## src/rtl/vend_pkg.sv

```systemverilog
// Shared types and helpers for the vending controller: FSM states,
// coin encodings, credit width and the coin-to-credit conversion.
package vend_pkg;

  localparam int unsigned CREDIT_W = 4;

  typedef enum logic [1:0] {
    S_IDLE   = 2'd0,
    S_CREDIT = 2'd1,
    S_VEND   = 2'd2,
    S_CHANGE = 2'd3
  } state_t;

  typedef enum logic [1:0] {
    COIN_25      = 2'b00,
    COIN_50      = 2'b01,
    COIN_1TL     = 2'b10,
    COIN_INVALID = 2'b11
  } coin_t;

  // Coin face value in 25 kr units; the invalid encoding is worth nothing.
  function automatic logic [CREDIT_W-1:0] coin_value(input logic [1:0] t);
    logic [CREDIT_W-1:0] v;
    v = '0;
    case (coin_t'(t))
      COIN_25:  v = CREDIT_W'(1);
      COIN_50:  v = CREDIT_W'(2);
      COIN_1TL: v = CREDIT_W'(4);
      default:  v = '0;
    endcase
    return v;
  endfunction

endpackage

```

## src/rtl/vend_change_unit.sv

```systemverilog
// Change hopper sequencer: loads an amount and pays it out as 25 kr
// pulses on every second cycle, flagging done once the count is spent.
module vend_change_unit
  import vend_pkg::*;
(
  input  logic                clk,
  input  logic                reset,
  input  logic                i_load,
  input  logic [CREDIT_W-1:0] i_amount,
  output logic                o_change_25,
  output logic [CREDIT_W-1:0] o_count,
  output logic                o_done
);

  logic                r_active;
  logic                r_phase;
  logic                r_pulse;
  logic [CREDIT_W-1:0] r_count;

  // Payout sequencer: a pulse leaves on the cycle after load, then every
  // second cycle; the count drops together with each pulse.
  always_ff @(posedge clk) begin
    if (reset) begin
      r_active <= 1'b0;
      r_phase  <= 1'b0;
      r_pulse  <= 1'b0;
      r_count  <= '0;
    end else if (i_load) begin
      r_active <= 1'b1;
      r_phase  <= 1'b0;
      r_pulse  <= 1'b0;
      r_count  <= i_amount;
    end else if (r_active) begin
      if (r_count == '0) begin
        r_active <= 1'b0;
        r_pulse  <= 1'b0;
      end else if (!r_phase) begin
        r_pulse  <= 1'b1;
        r_count  <= r_count - 1'b1;
        r_phase  <= 1'b1;
      end else begin
        r_pulse  <= 1'b0;
        r_phase  <= 1'b0;
      end
    end else begin
      r_pulse <= 1'b0;
    end
  end

  assign o_change_25 = r_pulse;
  assign o_count     = r_count;
  // Done is seen during the final pulse so the controller leaves CHANGE
  // on the very next edge.
  assign o_done      = r_active && (r_count == '0);

endmodule

```

## src/rtl/vend_controller.sv

```systemverilog
// Multi-product vending controller: coin credit accumulation, price
// arbitration, dispenser handshake with timeout, and change/refund payout.
module vend_controller
  import vend_pkg::*;
#(
  parameter int unsigned MAX_CREDIT   = 8,
  parameter int unsigned PRICE0       = 4,
  parameter int unsigned PRICE1       = 3,
  parameter int unsigned PRICE2       = 6,
  parameter int unsigned PRICE3       = 2,
  parameter int unsigned DISP_TIMEOUT = 16
) (
  input  logic                clk,
  input  logic                reset,
  input  logic                coin_valid,
  input  logic [1:0]          coin_type,
  input  logic                sel_valid,
  input  logic [1:0]          sel_id,
  input  logic                cancel,
  input  logic                dispense_ack,
  output logic [CREDIT_W-1:0] credit,
  output logic                busy,
  output logic                dispense_req,
  output logic [1:0]          dispense_id,
  output logic                coin_reject,
  output logic                insufficient,
  output logic                change_25,
  output logic                vend_done,
  output logic                vend_fail
);

  localparam int unsigned TMO_W = (DISP_TIMEOUT < 2) ? 1 : $clog2(DISP_TIMEOUT);

  state_t              r_state;
  logic [CREDIT_W-1:0] r_credit;
  logic                r_req;
  logic [1:0]          r_id;
  logic [TMO_W-1:0]    r_tmo;
  logic                r_coin_reject;
  logic                r_insuff;
  logic                r_done;
  logic                r_fail;

  logic [CREDIT_W-1:0] w_coin_val;
  logic [CREDIT_W:0]   w_sum;
  logic                w_coin_ok;
  logic [CREDIT_W-1:0] w_sel_price;
  logic [CREDIT_W-1:0] w_vend_price;
  logic [CREDIT_W-1:0] w_remainder;
  logic                w_sel_ok;
  logic                w_cancel;
  logic                w_ack;
  logic                w_timeout;
  logic                w_chg_load;
  logic [CREDIT_W-1:0] w_chg_amount;
  logic                w_chg_pulse;
  logic [CREDIT_W-1:0] w_chg_count;
  logic                w_chg_done;

  function automatic logic [CREDIT_W-1:0] price_of(input logic [1:0] id);
    logic [CREDIT_W-1:0] p;
    p = '0;
    case (id)
      2'd0:    p = CREDIT_W'(PRICE0);
      2'd1:    p = CREDIT_W'(PRICE1);
      2'd2:    p = CREDIT_W'(PRICE2);
      default: p = CREDIT_W'(PRICE3);
    endcase
    return p;
  endfunction

  assign w_coin_val   = coin_value(coin_type);
  assign w_sum        = {1'b0, r_credit} + {1'b0, w_coin_val};
  assign w_coin_ok    = (coin_t'(coin_type) != COIN_INVALID) &&
                        (w_sum <= (CREDIT_W+1)'(MAX_CREDIT));
  assign w_sel_price  = price_of(sel_id);
  assign w_vend_price = price_of(r_id);
  assign w_remainder  = r_credit - w_vend_price;

  // Select is judged against the registered credit, ignoring a same-cycle coin.
  assign w_sel_ok  = sel_valid && (r_state == S_CREDIT) && (r_credit >= w_sel_price);
  assign w_cancel  = cancel && (r_state == S_CREDIT);
  assign w_ack     = (r_state == S_VEND) && r_req && dispense_ack;
  assign w_timeout = (r_state == S_VEND) && !w_ack &&
                     (r_tmo == TMO_W'(DISP_TIMEOUT - 1));

  // The change unit is loaded on the same edge the FSM enters CHANGE.
  assign w_chg_load   = w_cancel || w_timeout || (w_ack && (w_remainder != '0));
  assign w_chg_amount = w_ack ? w_remainder : r_credit;

  vend_change_unit u_change (
    .clk         (clk),
    .reset       (reset),
    .i_load      (w_chg_load),
    .i_amount    (w_chg_amount),
    .o_change_25 (w_chg_pulse),
    .o_count     (w_chg_count),
    .o_done      (w_chg_done)
  );

  // Main sequencing FSM with registered handshake and status pulses.
  always_ff @(posedge clk) begin
    if (reset) begin
      r_state       <= S_IDLE;
      r_credit      <= '0;
      r_req         <= 1'b0;
      r_id          <= '0;
      r_tmo         <= '0;
      r_coin_reject <= 1'b0;
      r_insuff      <= 1'b0;
      r_done        <= 1'b0;
      r_fail        <= 1'b0;
    end else begin
      r_coin_reject <= 1'b0;
      r_insuff      <= 1'b0;
      r_done        <= 1'b0;
      r_fail        <= 1'b0;
      unique case (r_state)
        S_IDLE, S_CREDIT: begin
          if (w_cancel) begin
            r_state       <= S_CHANGE;
            r_coin_reject <= coin_valid;
          end else if (w_sel_ok) begin
            r_state       <= S_VEND;
            r_req         <= 1'b1;
            r_id          <= sel_id;
            r_tmo         <= '0;
            r_coin_reject <= coin_valid;
          end else begin
            if (sel_valid) begin
              r_insuff <= 1'b1;
            end
            if (coin_valid) begin
              if (w_coin_ok) begin
                r_credit <= w_sum[CREDIT_W-1:0];
                r_state  <= S_CREDIT;
              end else begin
                r_coin_reject <= 1'b1;
              end
            end
          end
        end
        S_VEND: begin
          r_coin_reject <= coin_valid;
          if (w_ack) begin
            r_req    <= 1'b0;
            r_done   <= 1'b1;
            r_credit <= w_remainder;
            r_state  <= (w_remainder != '0) ? S_CHANGE : S_IDLE;
          end else if (w_timeout) begin
            r_req   <= 1'b0;
            r_fail  <= 1'b1;
            r_state <= S_CHANGE;
          end else begin
            r_tmo <= r_tmo + 1'b1;
          end
        end
        S_CHANGE: begin
          r_coin_reject <= coin_valid;
          if (w_chg_done) begin
            r_state  <= S_IDLE;
            r_credit <= '0;
          end
        end
        default: r_state <= S_IDLE;
      endcase
    end
  end

  // While paying out, the visible credit is the change unit's running count.
  assign credit       = (r_state == S_CHANGE) ? w_chg_count : r_credit;
  assign busy         = (r_state == S_VEND) || (r_state == S_CHANGE);
  assign dispense_req = r_req;
  assign dispense_id  = r_id;
  assign coin_reject  = r_coin_reject;
  assign insufficient = r_insuff;
  assign change_25    = w_chg_pulse;
  assign vend_done    = r_done;
  assign vend_fail    = r_fail;

  a_req_only_in_vend: assert property (@(posedge clk) disable iff (reset)
    r_req |-> (r_state == S_VEND));
  a_done_fail_exclusive: assert property (@(posedge clk) disable iff (reset)
    !(r_done && r_fail));

endmodule

```

## config.mk

```make
export PLATFORM = sky130hd
export DESIGN_NAME = vend_controller
export DESIGN_NICKNAME = d
export VERILOG_FILES = /design/src/rtl/vend_pkg.sv /design/src/rtl/vend_change_unit.sv /design/src/rtl/vend_controller.sv
export SDC_FILE = /design/constraint.sdc
export NUM_CORES = 1
export LEC_CHECK = 0
export ABC_AREA = 1
export CAP_MARGIN = 15
export CORE_ASPECT_RATIO = 1.1
export CORE_MARGIN = 1
export CORE_UTILIZATION = 32
export CTS_BUF_LIST = sky130_fd_sc_hd__clkbuf_2
export CTS_CLUSTER_DIAMETER = 100
export DETAILED_ROUTE_END_ITERATION = 7
export PLACE_DENSITY = 0.49
export SLEW_MARGIN = 20
export SYNTH_ARGS = -nofsm -noshare
export SYNTH_HDL_FRONTEND = slang
export SYNTH_SLANG_ARGS = --single-unit
```

## constraint.sdc

```tcl
create_clock -name clk -period 2.9 [get_ports clk]
set_clock_uncertainty 0.15 [all_clocks]
set_input_delay 0.87 -clock clk [delete_from_list [all_inputs] [get_ports clk]]
set_output_delay 0.87 -clock clk [all_outputs]
set_load 0.005 [all_outputs]
```

### After elaboration in Yosys (flattened, before gate mapping)

Cells that the tools add are included.

* register bits after elaboration: 24
* input bits: 10
* output and inout bits: 13
* logic and storage cells: 130

* add/subtract/negate cells: 4
* order comparisons: 2
* eq/ne operators: 24
* mux-type cells: 46
* bitwise gates (word level): 5
* reduce and logical (&&, ||, !) cells: 36

Operators by type and width (number)
* 4-bit 2-to-1 mux: 15
* 3-bit case mux with 3 select lines: 3
* 2-bit 2-to-1 mux: 8
* 2-bit inequality test, second input constant: 8
* 1-bit 2-to-1 mux: 15
* 4-bit case mux with 3 select lines: 1
* 2-bit == test, second input constant: 5
* 1-bit logical AND: 10
* 5-bit AND reduction: 2
* 2-bit by 1-bit == test with 1-bit output, second input constant: 4
* 2-bit zero test: 4
* 4-bit inequality test, second input constant: 2
* 4-bit case mux with 2 select lines: 1
* 4-bit AND reduction: 2
* 2-bit OR reduction: 4
* 4-bit OR reduction: 2
* 2-bit by 1-bit inequality test with 1-bit output, second input constant: 3
* 2-bit case mux with 3 select lines: 1
* 3-bit AND reduction: 2
* 4-bit by 4-bit adder with 5-bit output: 1
* 5-bit by 4-bit less-or-equal comparator with 1-bit output, second input constant: 1
* 1-bit inverter: 5
* 4-bit by 1-bit adder with 4-bit output, second input constant: 1
* 4-bit == test, second input constant: 1
* other kinds (12): 16

### Longest topological paths before layout

Gate-level depths: netlist (run 1).

* depth after elaboration: 10
* depth in mapped cells: 15
* depth with buffers taken out: 15

### By module

A second synthesis (run 1) with hierarchy kept.

* cell total of the unflattened synthesis: 263
* area, all modules: 1756.7 um^2

By module, submodules not included
* vend_controller: times used 1, cells an instance 204, area an instance 1366.3 um^2, seq. area each 340.3 um^2
* vend_change_unit: times used 1, cells an instance 59, area an instance 390.4 um^2, seq. area each 140.1 um^2

### Worst setup path after synthesis (run 1)

Ideal clock, no wire load.

* kind: input to register
* start point: input coin_type[1]
* end point: register r_credit[3]
* setup time: 0.112 ns
* data arrival time: 2.320 ns
* slack: 0.318 ns
* stages on the path: 13
* path through: nor2_1 > ha_1 > inv_1 > fa_1 > inv_1 > nor2_1 > nand2_1 > nand3_1 > nand3_1 > nand2_1 > nand2_2 > nor2_1 > nor2_1

* cells in the longest elaborated chain, start to end: 8
* elaborated cells between the ends (all ways): 15
* classes of those cells: add/sub: 1; order compare: 1; eq/ne: 4; mux: 6; reduce/logical: 3

Ends and longest elaborated chain
* from (decl): RTL line vend_controller.sv:16 `input logic [1:0] coin_type,`
* parallel branches: the longest is 8 deep, another holds 4-bit by 4-bit adder with 5-bit output
* to (signal assigned): RTL line vend_controller.sv:135 `r_credit <= w_sum[CREDIT_W-1:0];`
* to (signal assigned): RTL line vend_controller.sv:148 `r_credit <= w_remainder;`
* to (decl): RTL line vend_controller.sv:35 `logic [CREDIT_W-1:0] r_credit;`

Several ways; the timed one is not identified. The select of a mux whose other input is x is not followed.
A chain may end at the register's enable or synchronous reset.

### Final worst setup path (run 1)

* start point: register r_state[0]
* end point: output credit[1]

* cells in the longest elaborated chain, start to end: 2

Ends and longest elaborated chain
* from (decl): RTL line vend_controller.sv:34 `state_t r_state;`
* from (signal assigned): RTL line vend_controller.sv:149 `r_state <= (w_remainder != '0) ? S_CHANGE : S_IDLE;`
* 2-bit == test: RTL line vend_controller.sv:171 `assign credit = (r_state == S_CHANGE) ? w_chg_count : r_credit;`
* 4-bit 2-to-1 mux: RTL line vend_controller.sv:171
* to (decl): RTL line vend_controller.sv:21 `output logic [CREDIT_W-1:0] credit,`

No other way between the ends.

==> results.yml, run 1 <==
status:
  status: "complete, but fails checks"
  violations: "design-rule violations"
critical_path:
  crit_end: "credit[1]"
  r2r-end: "u_change.o_count[2]"
  end_kind: "output port"
  critPathLaunch: "r_state[0]"
  crit_chain: "nand2_1 -> o21ai_0 -> clkdlybuf4s50_1"
  criticalPathCategory: "register to output port"
  r2r_start: "r_credit[0]"
  cpPeakStageDelay_ps: 530
  critical_path_arrival_ps: 1710
  reg2reg_depth: 11
  required_ps: 1880
  critPathSlowestCell: "clkdlybuf4s50_1"
  start_kind: "register"
  rrSetupSlack_ps: 530
  cp_max_fo: 9
timing:
  post-route-min-period_ps: 2730
  setup_slack_ps: 170.2
  max_freq_ghz: 0.3663
  finalSetupTns_ps: 0
  report.final.setup_viol: 0
  fin_crit_sh_pct: 94.13
  hold_viol_final: 0
  whs_ps: 351.8
  rsz0062_at_grt: "no"
  drv_slew: 0
  worst_slew_pin_slew_ps: 415.5
  relSlewSlack_pct: 72.13
global_routing:
  grt_max_degree: 15
  track_usage_pct: 15.20
  gr-usage-met1_pct: 19.68
  grt_use_met3_pct: 1.688
  grtUsageMet2_pct: 26.54
  busiest_layer: "met2"
  grt_pass1_vias: 1421
  antenna_found_initial: 0
  grt_pass1_wl_um: 6575
  grt_overflow: 0
clock_tree:
  clockBufferDepth: 2
  insertion_delay_ps: 340
  htree_levels: 1
  cts-hold-fix-buffers: 0
  path_clk_slew_ps: 240
  cts.sinks: 24
  clock-root-buffer: "clkbuf_2"
  cts_tree: "done"
  numCtsBuffers: 3
logic_synthesis:
  yosysWarnings: 0
  synthFlopType: "dfxtp_1"
  ys_ff_latch: 24
  syn_area_mm2: 0.001662
  synth_nets: 265
  synth_cells: 242
  synth_edf_count: 0
  synth_async_sr_flop_share_pct: 0
  avgSynthCellArea_um2: 6.866
  yosysSeqAreaShare_pct: 28.92
  synthDistinctLibCells: 35
floorplanning:
  die_height_um: 77.58
  core_mm2: 0.005000
  rows: 27
  start_util_pct: 33.23
  ioPinCount: 23
  die_width_um: 70.71
  die_area_mm2: 0.005485
power_and_ir_drop:
  clkPwrFrac_pct: 18.2
  p_sw_share_pct: 39.72
  p_leak_uw: 0.001043
  power.internal_uw: 752.1
  p_per_area_mw_per_mm2: 600.7
  vdd_drop_max_mv: 0.1990
  pwr-share-comb_pct: 48.3
  power.total_uw: 1248
  p_seq_share_pct: 33.6
  p_switching_uw: 495.5
final_layout:
  post-route-util_pct: 41.54
  area_growth_pct: 25.00
  drive_gt1_share_pct: 14.23
  diodes: 0
  nets: 298
route:
  drc: 2
  wl_per_cell_um: 11.98
  num_vias: 1576
  dr.first_iter.drc_count: 62
  drtPass1Iterations: 6
  viasPerCell: 4.747
  drtAntennaViolNets: 0
  wirelength_um: 3979
hold_path:
  hold_class: "register to register"
placement:
  port_buffers: 22
  preCtsSetupSlack_ps: -287.9
  gp_congestion: 0.8593
  dp_hpwl_um: 3131
flow_run:
  drv_cap: 0
==> metal layers <==
layer  wire (um)  up-vias
met5           0        -
met4          29        0
met3         136        4
met2        1913       32
met1        1899      702
li1            -      838
==> cell usage after synthesis (all sizes together), types with 2 or more instances <==
cell    number  area share (%)
a21oi       15             5.2
buf          2             1.1
clkbuf       3            0.68
dfxtp       24              29
fa           2             2.4
ha          11             8.3
inv         39             8.8
nand2       60              15
nand3       19             6.0
nor2        27             7.5
nor3         3             1.5
nor4         2            0.75
o21ai       17             5.6
o22ai        2            0.75
or2          2            0.75
xor2         6             3.2
==> worst min-delay path by stage <==
stage,start,to,slack (ps),cells after the start
finish,r_state[0],r_state[0],350,2
global route,r_state[0],r_state[0],370,2
CTS,r_state[0],r_state[0],360,2
detailed placement,dispense_req,dispense_req,330,2
global placement,dispense_id[1],dispense_id[1],330,2
floorplan,u_change.r_phase,u_change.r_phase,310,2
==> layout make-up <==
type	count	area, um^2
multi-input cells	173	1021
clock buffers	3	15.01
clock inverters	1	30.03
fillers	548	2923
flip-flops and latches	24	480.5
well taps	58	72.57
inverters	40	150.1
repair buffers	33	307.8
==> layout by cell type, fill, tap and decap left out, drive strengths merged <==
cell,n
a211oi,1
a21oi,15
a22oi,1
a31oi,1
buf,11
bufinv,1
clkbuf,3
clkdlybuf4s50,20
clkinv,1
dfxtp,24
dlymetal6s2s,2
fa,2
ha,11
inv,39
nand2,60
nand3,19
nand3b,1
nand4,1
nor2,27
nor3,3
nor4,2
o211ai,1
o21ai,17
o21bai,1
o22ai,2
or2,2
xor2,6
==> power by group through the flow <==
stage                     Combinational (uW)  Clock (uW)  Sequential, uW
after global placement                   593           0             426
after floorplan                          407           0             413
final                                    602         226             419
after detailed placement                 591           0             427
after global routing                     684         252             425
after CTS                                594         238             420
==> state kept, by name, summed over array words and instances, names as in the netlist, 2 cells and up <==
signal	flops
r_credit	4
u_change.o_count	4
r_tmo	4
dispense_id	2
r_state	2
==> logic make-up (layout without fill, tap and decap cells) <==
logic type	after synthesis	in the layout	synth area share (%)
AO/OA/AOI/OAI	39	39	14.01
XOR/XNOR	6	6	3.163
adder cells (fa/ha/maj)	13	13	10.69
buffers and inverters	45	77	10.84
flip-flops	24	24	28.92
AND/OR/NAND/NOR	115	115	32.38
==> worst max-delay path, delay by kind of cell (launching register included) <==
kind	cells	cell delay [ps]
buf+inv	1	530
flops	1	420
compound gates	1	220
simple gates	1	200
==> metrics by stage <==
step	instance area, um^2	std cells
after floorplan	1662	242
after CTS	2052	332
final	2077	332
after global placement	2007	328
after global routing	2077	332
after detailed placement	2007	328
==> timing repair <==
| item | CTS | global route |
|---|---|---|
| gates resized for setup | 0 | 8 |
| buffers inserted | 0 | 0 |
| endpoints found under the setup margin | 0 | 5 |
Power figures use the tool's default switching activity.
==> inputs of run 2 (changes only) <==
Settings changed: TNS_END_PERCENT from default to 30.
==> results of run 2 <==
No change in the layout: final DEF, timing and power equal those of run 1.
